==> config.mk <==
export PLATFORM = sky130hd
export DESIGN_NAME = inbuf_fifo
export DESIGN_NICKNAME = d
export VERILOG_FILES = /design/src/rtl/inbuf_fifo.sv
export SDC_FILE = /design/constraint.sdc
export NUM_CORES = 1
export LEC_CHECK = 0
export BUFFER_PORTS_ARGS = -buffer_cell sky130_fd_sc_hd__buf_2
export CORE_MARGIN = 1.5
export CORE_UTILIZATION = 61
export CTS_BUF_LIST = sky130_fd_sc_hd__clkbuf_8
export CTS_CLUSTER_DIAMETER = 50
export CTS_CLUSTER_SIZE = 10
export DETAILED_ROUTE_END_ITERATION = 10
export MAX_ROUTING_LAYER = met4
export PLACE_DENSITY_LB_ADDON = 0.3
export SLEW_MARGIN = 20
export SYNTH_ARGS = -nofsm -noshare
export SYNTH_HDL_FRONTEND = slang
export SYNTH_SLANG_ARGS = --single-unit
==> constraint.sdc <==
create_clock -name clk -period 32.1 [get_ports clk]
set_input_delay 4.815 -clock clk [delete_from_list [all_inputs] [get_ports clk]]
set_output_delay 4.815 -clock clk [all_outputs]
set_load 0.05 [all_outputs]
==> src/rtl/inbuf_fifo.sv <==
// inbuf_fifo: single-clock FIFO of data lines awaiting encoding, with a held
// one-cycle-latency output register, registered status flags and sticky errors.
//
// Ports:
//   clk, rst                 clock; synchronous active-high reset
//   eng_flush                synchronous flush (engine reset), empties the FIFO
//   host_inbuf_wr_en/_data   host write request and line
//   inbuf_host_full/_afull   occupancy == DEPTH / occupancy >= AFULL_THRESH
//   cntl_inbuf_fifo_rd_rq    controller read request (needs _mem_en too)
//   cntl_inbuf_fifo_mem_en   memory enable
//   inbuf_fifo_cntl_empty    occupancy == 0
//   inbuf_fifo_count         occupancy 0..DEPTH
//   inbuf_eng_dout           held output line
//   inbuf_eng_dout_val       output holds a valid line (sticky until flush/rst)
//   inbuf_eng_rd_data_val    one-cycle pulse when a new line is loaded
//   inbuf_ovf_err/_udf_err   sticky overflow / underflow attempt flags
module inbuf_fifo #(
    parameter int DATA_W       = 128,
    parameter int DEPTH        = 8,
    parameter int ADDR_W       = $clog2(DEPTH),
    parameter int AFULL_THRESH = 6
) (
    input  logic              clk,
    input  logic              rst,
    input  logic              eng_flush,
    input  logic              host_inbuf_wr_en,
    input  logic [DATA_W-1:0] host_inbuf_wr_data,
    output logic              inbuf_host_full,
    output logic              inbuf_host_afull,
    input  logic              cntl_inbuf_fifo_rd_rq,
    input  logic              cntl_inbuf_fifo_mem_en,
    output logic              inbuf_fifo_cntl_empty,
    output logic [ADDR_W:0]   inbuf_fifo_count,
    output logic [DATA_W-1:0] inbuf_eng_dout,
    output logic              inbuf_eng_dout_val,
    output logic              inbuf_eng_rd_data_val,
    output logic              inbuf_ovf_err,
    output logic              inbuf_udf_err
);

    localparam logic [ADDR_W:0] LP_DEPTH = (ADDR_W+1)'(DEPTH);
    localparam logic [ADDR_W:0] LP_AFULL = (ADDR_W+1)'(AFULL_THRESH);
    localparam logic [ADDR_W:0] LP_ONE   = (ADDR_W+1)'(1);

    logic [DATA_W-1:0] r_mem [DEPTH];
    logic [ADDR_W-1:0] r_wp;
    logic [ADDR_W-1:0] r_rp;
    logic [ADDR_W:0]   r_count;
    logic              r_full;
    logic              r_afull;
    logic              r_empty;
    logic [DATA_W-1:0] r_dout;
    logic              r_dout_val;
    logic              r_rd_val;
    logic              r_ovf;
    logic              r_udf;

    logic              w_rd_att;
    logic              w_wr_acc;
    logic              w_rd_acc;
    logic [ADDR_W:0]   w_cnt_nxt;

    // Acceptance uses the registered full/empty flags, so a read never
    // frees room for a same-cycle write and a write never falls through.
    assign w_rd_att = cntl_inbuf_fifo_rd_rq & cntl_inbuf_fifo_mem_en;
    assign w_wr_acc = host_inbuf_wr_en & ~r_full & ~eng_flush;
    assign w_rd_acc = w_rd_att & ~r_empty & ~eng_flush;

    always_comb begin
        w_cnt_nxt = r_count;
        unique case ({w_wr_acc, w_rd_acc})
            2'b10:   w_cnt_nxt = r_count + LP_ONE;
            2'b01:   w_cnt_nxt = r_count - LP_ONE;
            default: w_cnt_nxt = r_count;
        endcase
    end

    // Storage array carries no reset; only pointers define validity.
    always_ff @(posedge clk) begin
        if (w_wr_acc && !rst) begin
            r_mem[r_wp] <= host_inbuf_wr_data;
        end
    end

    always_ff @(posedge clk) begin
        if (rst) begin
            r_wp       <= '0;
            r_rp       <= '0;
            r_count    <= '0;
            r_full     <= 1'b0;
            r_afull    <= 1'b0;
            r_empty    <= 1'b1;
            r_dout     <= '0;
            r_dout_val <= 1'b0;
            r_rd_val   <= 1'b0;
            r_ovf      <= 1'b0;
            r_udf      <= 1'b0;
        end else if (eng_flush) begin
            // Output data and error history survive a flush.
            r_wp       <= '0;
            r_rp       <= '0;
            r_count    <= '0;
            r_full     <= 1'b0;
            r_afull    <= 1'b0;
            r_empty    <= 1'b1;
            r_dout_val <= 1'b0;
            r_rd_val   <= 1'b0;
        end else begin
            // Pointers wrap naturally: DEPTH is a power of two.
            if (w_wr_acc) begin
                r_wp <= r_wp + ADDR_W'(1);
            end
            if (w_rd_acc) begin
                r_rp       <= r_rp + ADDR_W'(1);
                r_dout     <= r_mem[r_rp];
                r_dout_val <= 1'b1;
            end
            r_rd_val <= w_rd_acc;
            r_count  <= w_cnt_nxt;
            r_full   <= (w_cnt_nxt == LP_DEPTH);
            r_afull  <= (w_cnt_nxt >= LP_AFULL);
            r_empty  <= (w_cnt_nxt == '0);
            if (host_inbuf_wr_en && r_full) begin
                r_ovf <= 1'b1;
            end
            if (w_rd_att && r_empty) begin
                r_udf <= 1'b1;
            end
        end
    end

    assign inbuf_host_full       = r_full;
    assign inbuf_host_afull      = r_afull;
    assign inbuf_fifo_cntl_empty = r_empty;
    assign inbuf_fifo_count      = r_count;
    assign inbuf_eng_dout        = r_dout;
    assign inbuf_eng_dout_val    = r_dout_val;
    assign inbuf_eng_rd_data_val = r_rd_val;
    assign inbuf_ovf_err         = r_ovf;
    assign inbuf_udf_err         = r_udf;

endmodule

==> summary.md, run 1 <==
| Metric | Value |
|---|---|
| Status | complete, no violations |
| Area Growth Syn to Fin | 10.9% |
| Final wirelength | 87.3 mm |
| Worst-path maximum fanout | 76 |
| Setup crit end kind | flop |
| Startpoint types | primary input |
| Fillers | ~4200 |
| Syn_nets | 2147 |
| Mapped Cells | 2009 |
| Unique cell type count in the Yosys netlist | between 40 and 50 |
| Core area | 70300 um^2 |
| Slew HR | 23.7% |
| Largest net degree at the start of global routing | 174 |
| Via Count | 20700 |
| Minimum hold slack | 0.476 ns |
| Initial antenna violation count | 24 |
| Root Driver | clkbuf_8 |
| Final #Nets | approximately 2500 |
| Setup Skew | 0.0365 ns |
| FP Rows | 97 |
| Crit path kind | in -> reg |
| Hold crit path type | reg -> reg |
| Max cap viols | 0 |
| Number of hold buffers added after CTS | 0 |
| Final setup viols | 0 |
| Routed length per placed instance | 25.7 um |
| Minimum clock period after layout | approximately 7.4 ns |
| Via density | 6.10 |
| Drt drc | 0 |
| Arrival time at the worst endpoint | 7.75 ns |
| Slew @ Worst Pin | 1.15 ns |
| Pre-CTS worst setup slack | 23.93 ns |
| Die Ht | 270 um |
| Grt total ovfl | 0 |
| Setup_tns | 0 ns |
| Share of cells above drive strength 1 | 30.5% |
| Die X | roughly 270 um |
| Cell taking the most area after synthesis | edfxtp_1 |
| RSZ-0062 raised after global routing | no |
| Worst Path Required | 32.50 ns |
| Seq/Total Area, Yosys | between 70% and 80% |
| Post-Synth Simple-Gate Area | 1.78% |
| Fin crit share | a little under a quarter |
| Main combinational cell family by area after synthesis | multiplexers |
| Power density cells | 55.4 nW/um^2 |
| H-Tree Depth | 4 |
| Compound-Gate Fraction of Synth Area | roughly 2.5% |
| Dpl cells | 3134 |
| Final ANT Viol Nets | 0 |
| Warnings, synthesis | 0 |
| DIE AREA | 72800 um^2 |
| Hpwl dp | 49.1 mm |
| Longest Clk Path Bufs | 3 |
| DRT iter0 DRCs | 2123 |
| Placer congestion estimate | 0.798 |
| Initial core utilization | 61.8% |
| Final max-slew violation count | 0 |
| Cell Count, Final, Fillers Out | 3400 |
| Worst-skew pair later-pin latency | 0.80 ns |
| Input/output buffers | 272 |
| # IOs | 273 |
| CTS Buf Count | 139 |
| Worst-path clk slew | 0.07 ns |
| F_max | 136 MHz |
| #FFs+latches synth | 1169 |
| Overall routing resource usage | 25.0% |
| VDD IR max | 0.0341 mV |
| CTS tree | built |
| Post-synthesis xor/xnor area fraction | 0.141% |
| Top post-synthesis cells by area | edfxtp_1 (71%), mux4_2 (13%), dfxtp_1 (6.7%), mux2i_1 (3.0%), a211oi_1 (2.2%) |
| Hold Fails Final Rpt | 0 |
| Clock sink count | 1169 |
| Mapped Avg Cell Area | 21.6 um^2 |
| First-pass GRT wire length | 130 mm |
| Yosys top cell area share | 70.8% |
| Initial DRT Pass Iterations | 5 |
| Number of setup buffers added after CTS | 0 |
| FF/Latch Area | 33700 um^2 |
| CTS resizes | 0 |
| Final setup margin | around 25 ns |
| Vias in the first global route | 21100 |
| Lkg Pwr | 15.3 nW |
| Synth Area in Adders | less than 1% |
| Area of the multi-input gates | ~9100 um^2 |
| Cell Area, Synth | 43400 um^2 |
| Multiplexer share of the synthesized area | 16.2% |
[routing by layer]
| metal | vias to the layer above | wire, um | global-route usage [%] |
|---|---|---|---|
| met5 | - | 0 | - |
| met4 | 0 | 1540 | 6.48 |
| met3 | 129 | 6690 | 5.35 |
| met2 | 823 | 42600 | 37.5 |
| met1 | 10800 | 36500 | 35.6 |
| li1 | 8986 | - | - |
[sequential cells by signal, summed over array words and instances, names as in the netlist]
name / flops
inbuf_fifo_cntl_empty: 1
inbuf_fifo_count: 4
inbuf_eng_dout: 128
inbuf_udf_err: 1
inbuf_host_full: 1
inbuf_eng_dout_val: 1
inbuf_eng_rd_data_val: 1
inbuf_host_afull: 1
inbuf_ovf_err: 1
r_rp: 3
r_mem: 1024
r_wp: 3
[power breakdown]
part	switching [W]	internal [W]	leakage, nW
logic	0.0000423	0.0000170	3.30
clock network	0.000513	0.000434	1.57
registers	0.00000328	0.00166	10.4
total	0.000559	0.00211	15.3
[synth_stat cells (all sizes together)]
cell / number
a21o: 3
nand2b: 5
a211oi: 128
and2b: 1
mux4: 256
mux2i: 129
and2: 1
a21boi: 1
nand4: 2
o21a: 1
xnor2: 5
edfxtp: 1024
a31oi: 2
a41oi: 1
nor4b: 1
a21oi: 3
nor4bb: 1
dfxtp: 145
o22ai: 1
nor2: 145
buf: 79
nor2b: 1
inv: 4
o2111ai: 1
nor3: 4
and3: 2
nand2: 9
a311oi: 1
nor3b: 1
a41o: 1
xor2: 2
nand4bb: 1
ha: 4
nand3b: 1
or2: 2
or3: 1
clkbuf: 40
[worst paths after layout]
kind                  from                 end  slack (ns)  cells after the start
max reg2reg        r_rp[2]  inbuf_eng_dout[69]       28.53                      4
max                    rst        r_mem[6][42]       24.75                      5
min reg2reg  inbuf_ovf_err       inbuf_ovf_err        0.48                      2
min          inbuf_ovf_err       inbuf_ovf_err        0.48                      2
[final cells by class]
| type | count | area share [%] |
|---|---|---|
| clock inverter | 101 | 1.03 |
| clock buffer | 146 | 4.17 |
| multi-input combinational | 717 | 18.9 |
| sequential | 1169 | 69.9 |
| timing repair buffer | 305 | 3.45 |
| antenna | 18 | 0.0935 |
| tap | 940 | 2.44 |
| inverter | 4 | 0.0468 |
[stage by stage]
step           cell area [um^2]  total power (W)  util, %
3_3_place_gp              45600          0.00175     64.8
3_5_place_dp              45600          0.00175     64.8
2_1_floorplan             43400          0.00172        -
4_1_cts                   48100          0.00269     68.4
5_1_grt                   48100          0.00275     68.5
6_report                  48200          0.00267     68.5
[cells by family after synthesis]
logic type,after synthesis
flops,1169
mux,385
simple gates,178
compound gates,143
buf+inv,123
xor+xnor,7
fa+ha+maj,4
[layout by cell type, fill, tap and decap left out, drive strengths merged, types with 2 or more instances in the layout]
cell	n
nand2b	5
nand4	2
nor3	4
buf	305
mux2i	129
edfxtp	1024
xnor2	5
and3	2
nand2	9
inv	97
mux4	256
clkinv	5
a21oi	3
or2	2
xor2	2
diode	18
nor2	145
clkinvlp	2
clkbuf	146
ha	4
a21o	3
a211oi	128
a31oi	2
dfxtp	145
[worst max-delay path, stage by stage]
cell and delay, ns:
buf_6 0.27, or2_2 0.51, or3_1 0.51, nor2_4 0.57, buf_4 0.93
(Power assumes the default switching activity.)
==> inputs of run 2 (changes only) <==
- CORE_UTILIZATION: 61 -> 57
- clock period: 32.1 -> 6.1 ns (I/O delays scaled with it)
==> run 2 against run 1 <==
Sequential share of layout area shrank 0.28 points. Clock skew shrank 0.0084 ns. Largest cell class unchanged. Critical endpoint is now r_mem[6][99]. Combinational power grew to 5.1 times the previous value. Via count shrank 0.76%. Sequential power grew to 5.3 times the previous value.
==> summary.md, run 2 (synthesis results as in run 1) <==
| Metric | Value |
|---|---|
| Initial DRT Pass Iterations | 5 (unchanged) |
| Final core occ | 63.9% (was 68.5%) |
| Largest net degree at the start of global routing | 129 (was 174) |
| Number of hold buffers added after CTS | 0 (unchanged) |
| Buffers plus inverters on the worst setup path | 2 (unchanged) |
| H-Tree Depth | 4 (unchanged) |
| Placer congestion estimate | 0.805 (was 0.798) |
| Via Count | 20600 (was 20700) |
| CP peak stage delay | 0.84 ns (was 0.93 ns) |
| Minimum clock period after layout | between 3 and 4 ns |
| Hold Fails Final Rpt | 0 (unchanged) |
| Number of setup buffers added after CTS | 0 (unchanged) |
| RSZ-0062 raised after global routing | no (unchanged) |
| CTS resizes | 0 (unchanged) |
| Input/output buffers | 272 (unchanged) |
| Final ANT Viol Nets | 0 (unchanged) |
| CTS tree | built (unchanged) |
| Final setup viols | 0 (unchanged) |
| Die Ht | 279 um (was 270 um) |
| Worst-skew pair later-pin latency | 0.79 ns (was 0.80 ns) |
| Setup Skew | 0.0281 ns (was 0.0365 ns) |
| DIE AREA | 77900 um^2 (was 72800 um^2) |
| Dpl cells | 3166 (was 3134) |
| Final wirelength | 87.4 mm (was 87.3 mm) |
| VDD IR max | 0.151 mV (was 0.0341 mV) |
| Grt total ovfl | 0 (unchanged) |
| Initial core utilization | 57.4% (was 61.8%) |
| Worst path cell trace | buf_4, or2_2, or3_1, nor2_4, buf_12 (was buf_6, or2_2, or3_1, nor2_4, buf_4) |
| Via density | 5.97 (was 6.10) |
| Crit Reg-Reg Startpoint | inbuf_host_full (was r_rp[2]) |
| First-pass GRT wire length | 132 mm (was 130 mm) |
| Share of cells above drive strength 1 | 30.1% (was 30.5%) |
| Part of the power in registers | 62.3% (about the same) |
| Slew HR | 32.9% (was 23.7%) |
| Max FFs per register | 1024 (unchanged) |
| Worst path top cell family by delay | simple AND/OR/NAND/NOR gates (unchanged) |
| Setup_tns | 0 ns (unchanged) |
| Clock sink count | 1169 (unchanged) |
| Max cap viols | 0 (unchanged) |
| Slew @ Worst Pin | 1.00 ns (was 1.15 ns) |
| F_max | 325 MHz |
| Combinational power share | 2.1% (was 2.2%) |
| Switching share of total power | 20.5% (was 20.9%) |
| Drt drc | 0 (unchanged) |
| Overall routing resource usage | 23.8% (was 25.0%) |
| Final #Nets | 2466 (was 2474) |
| Hold Path Stages | 1 (was 2) |
| Clk pwr share | 35.6% (was 35.5%) |
| Crit path kind | in -> reg (unchanged) |
| Area Growth Syn to Fin | 11.3% (was 10.9%) |
| Core area | 75700 um^2 (was 70300 um^2) |
| Hold crit path type | in -> reg (was reg -> reg) |
| Worst-path maximum fanout | 61 (was 76) |
| Worst-path clk slew | 0.08 ns (was 0.07 ns) |
| CTS Buf Count | 138 (was 139) |
| # IOs | 273 (unchanged) |
| Worst hold endpoint | r_mem[7][34] (was inbuf_ovf_err) |
| R2R Setup Slk | 3.18 ns (was 28.53 ns) |
| Routed length per placed instance | 25.4 um (was 25.7 um) |
| Commonest non-fill, non-tap cell in the layout | edfxtp_1 (unchanged) |
| Initial antenna violation count | 35 (was 24) |
| Status | complete, no violations (unchanged) |
| Worst Path Required | 6.52 ns (was 32.50 ns) |
| R2R Path End | r_mem[6][99] (was inbuf_eng_dout[69]) |
| Vias in the first global route | 21800 (was 21100) |
| Startpoint types | primary input (unchanged) |
| Longest Clk Path Bufs | 3 (unchanged) |
| Worst path slowest cell | nor2_4 (was buf_4) |
| Final max-slew violation count | 0 (unchanged) |
| Root Driver | clkbuf_8 (unchanged) |
| Fin crit share | approximately half |
| Power density cells | 290 nW/um^2 (was 55.4 nW/um^2) |
| Most flops, register | r_mem (unchanged) |
| R2R cell count | 4 (unchanged) |
| Cell Count, Final, Fillers Out | 3445 (was 3400) |
| Psw | 0.00287 W (was 0.000559 W) |
| Lkg Pwr | 15.3 nW (about the same) |
| Arrival time at the worst endpoint | 3.50 ns (was 7.75 ns) |
| Setup crit end kind | flop (unchanged) |
| Hold_sp | host_inbuf_wr_data[34] (was inbuf_ovf_err) |
| Die X | 279 um (was 270 um) |
| Internal | 0.0112 W (was 0.00211 W) |
| Most frequent cells in the layout | edfxtp_1 (1024), buf_2 (271), mux4_2 (256) (unchanged) |
| FP Rows | 101 (was 97) |
| Hpwl dp | 45.6 mm (was 49.1 mm) |
| DRT iter0 DRCs | 1723 (was 2123) |
-- run 2: cell count changes in the layout (fill, tap and decap cells not counted), sizes merged --
cell      previous run  this run
diode               18        31
bufinv               1         3
buf                305       298
clkinvlp             2         8
inv                 97        94
clkinv               5         1
-- run 2: routing by layer --
| metal | share of wire (%) | GRT usage, % | up-vias |
|---|---|---|---|
| met1 | 41 | 31.2 | 10800 |
| met4 | 2.3 | 8.78 | 0 |
| met5 | 0 | - | - |
| li1 | - | - | 8990 |
| met3 | 7.3 | 6.02 | 124 |
| met2 | 49 | 36.6 | 699 |
-- run 2: power groups by stage --
stage | logic [W] | clock network (W) | registers [W]
after detailed placement | 0.000303 | 0 | 0.00892
after CTS | 0.000303 | 0.00511 | 0.00874
after global placement | 0.000284 | 0 | 0.00892
after floorplan | 0.0000997 | 0 | 0.00896
after global routing | 0.000328 | 0.00542 | 0.00874
final | 0.000300 | 0.00499 | 0.00874
-- run 2: worst max path at each step --
stage | startpoint | to | slack (ns) | depth (start not counted)
after floorplan | rst | r_mem[6][0] | -1.58 | 4
after global placement | rst | r_mem[6][51] | 2.29 | 5
after detailed placement | rst | r_mem[6][51] | 2.23 | 5
after CTS | rst | r_mem[6][99] | 3.07 | 5
after global routing | rst | r_mem[6][16] | 2.96 | 5
final | rst | r_mem[6][99] | 3.02 | 5
-- run 2: final cells by class --
class / count / area (um^2)
multi-input combinational: 717 / 9100
clock buffer: 146 / 2010
tap: 978 / 1220
clock inverter: 102 / 507
timing repair buffer: 298 / 1750
inverter: 4 / 22.5
sequential: 1169 / 33700
fill: 4968 / 27300
antenna: 31 / 77.6
-- run 2: through the flow --
step	power [W]	hold slack [ns]	worst slack, ns	instance area, um^2
floorplan	0.00906	0.518	-1.58	43400
global placement	0.00920	0.434	2.29	45800
detailed placement	0.00922	0.440	2.23	45800
CTS	0.0142	0.323	3.07	48300
global route	0.0145	0.353	2.96	48300
finish	0.0140	0.382	3.02	48300
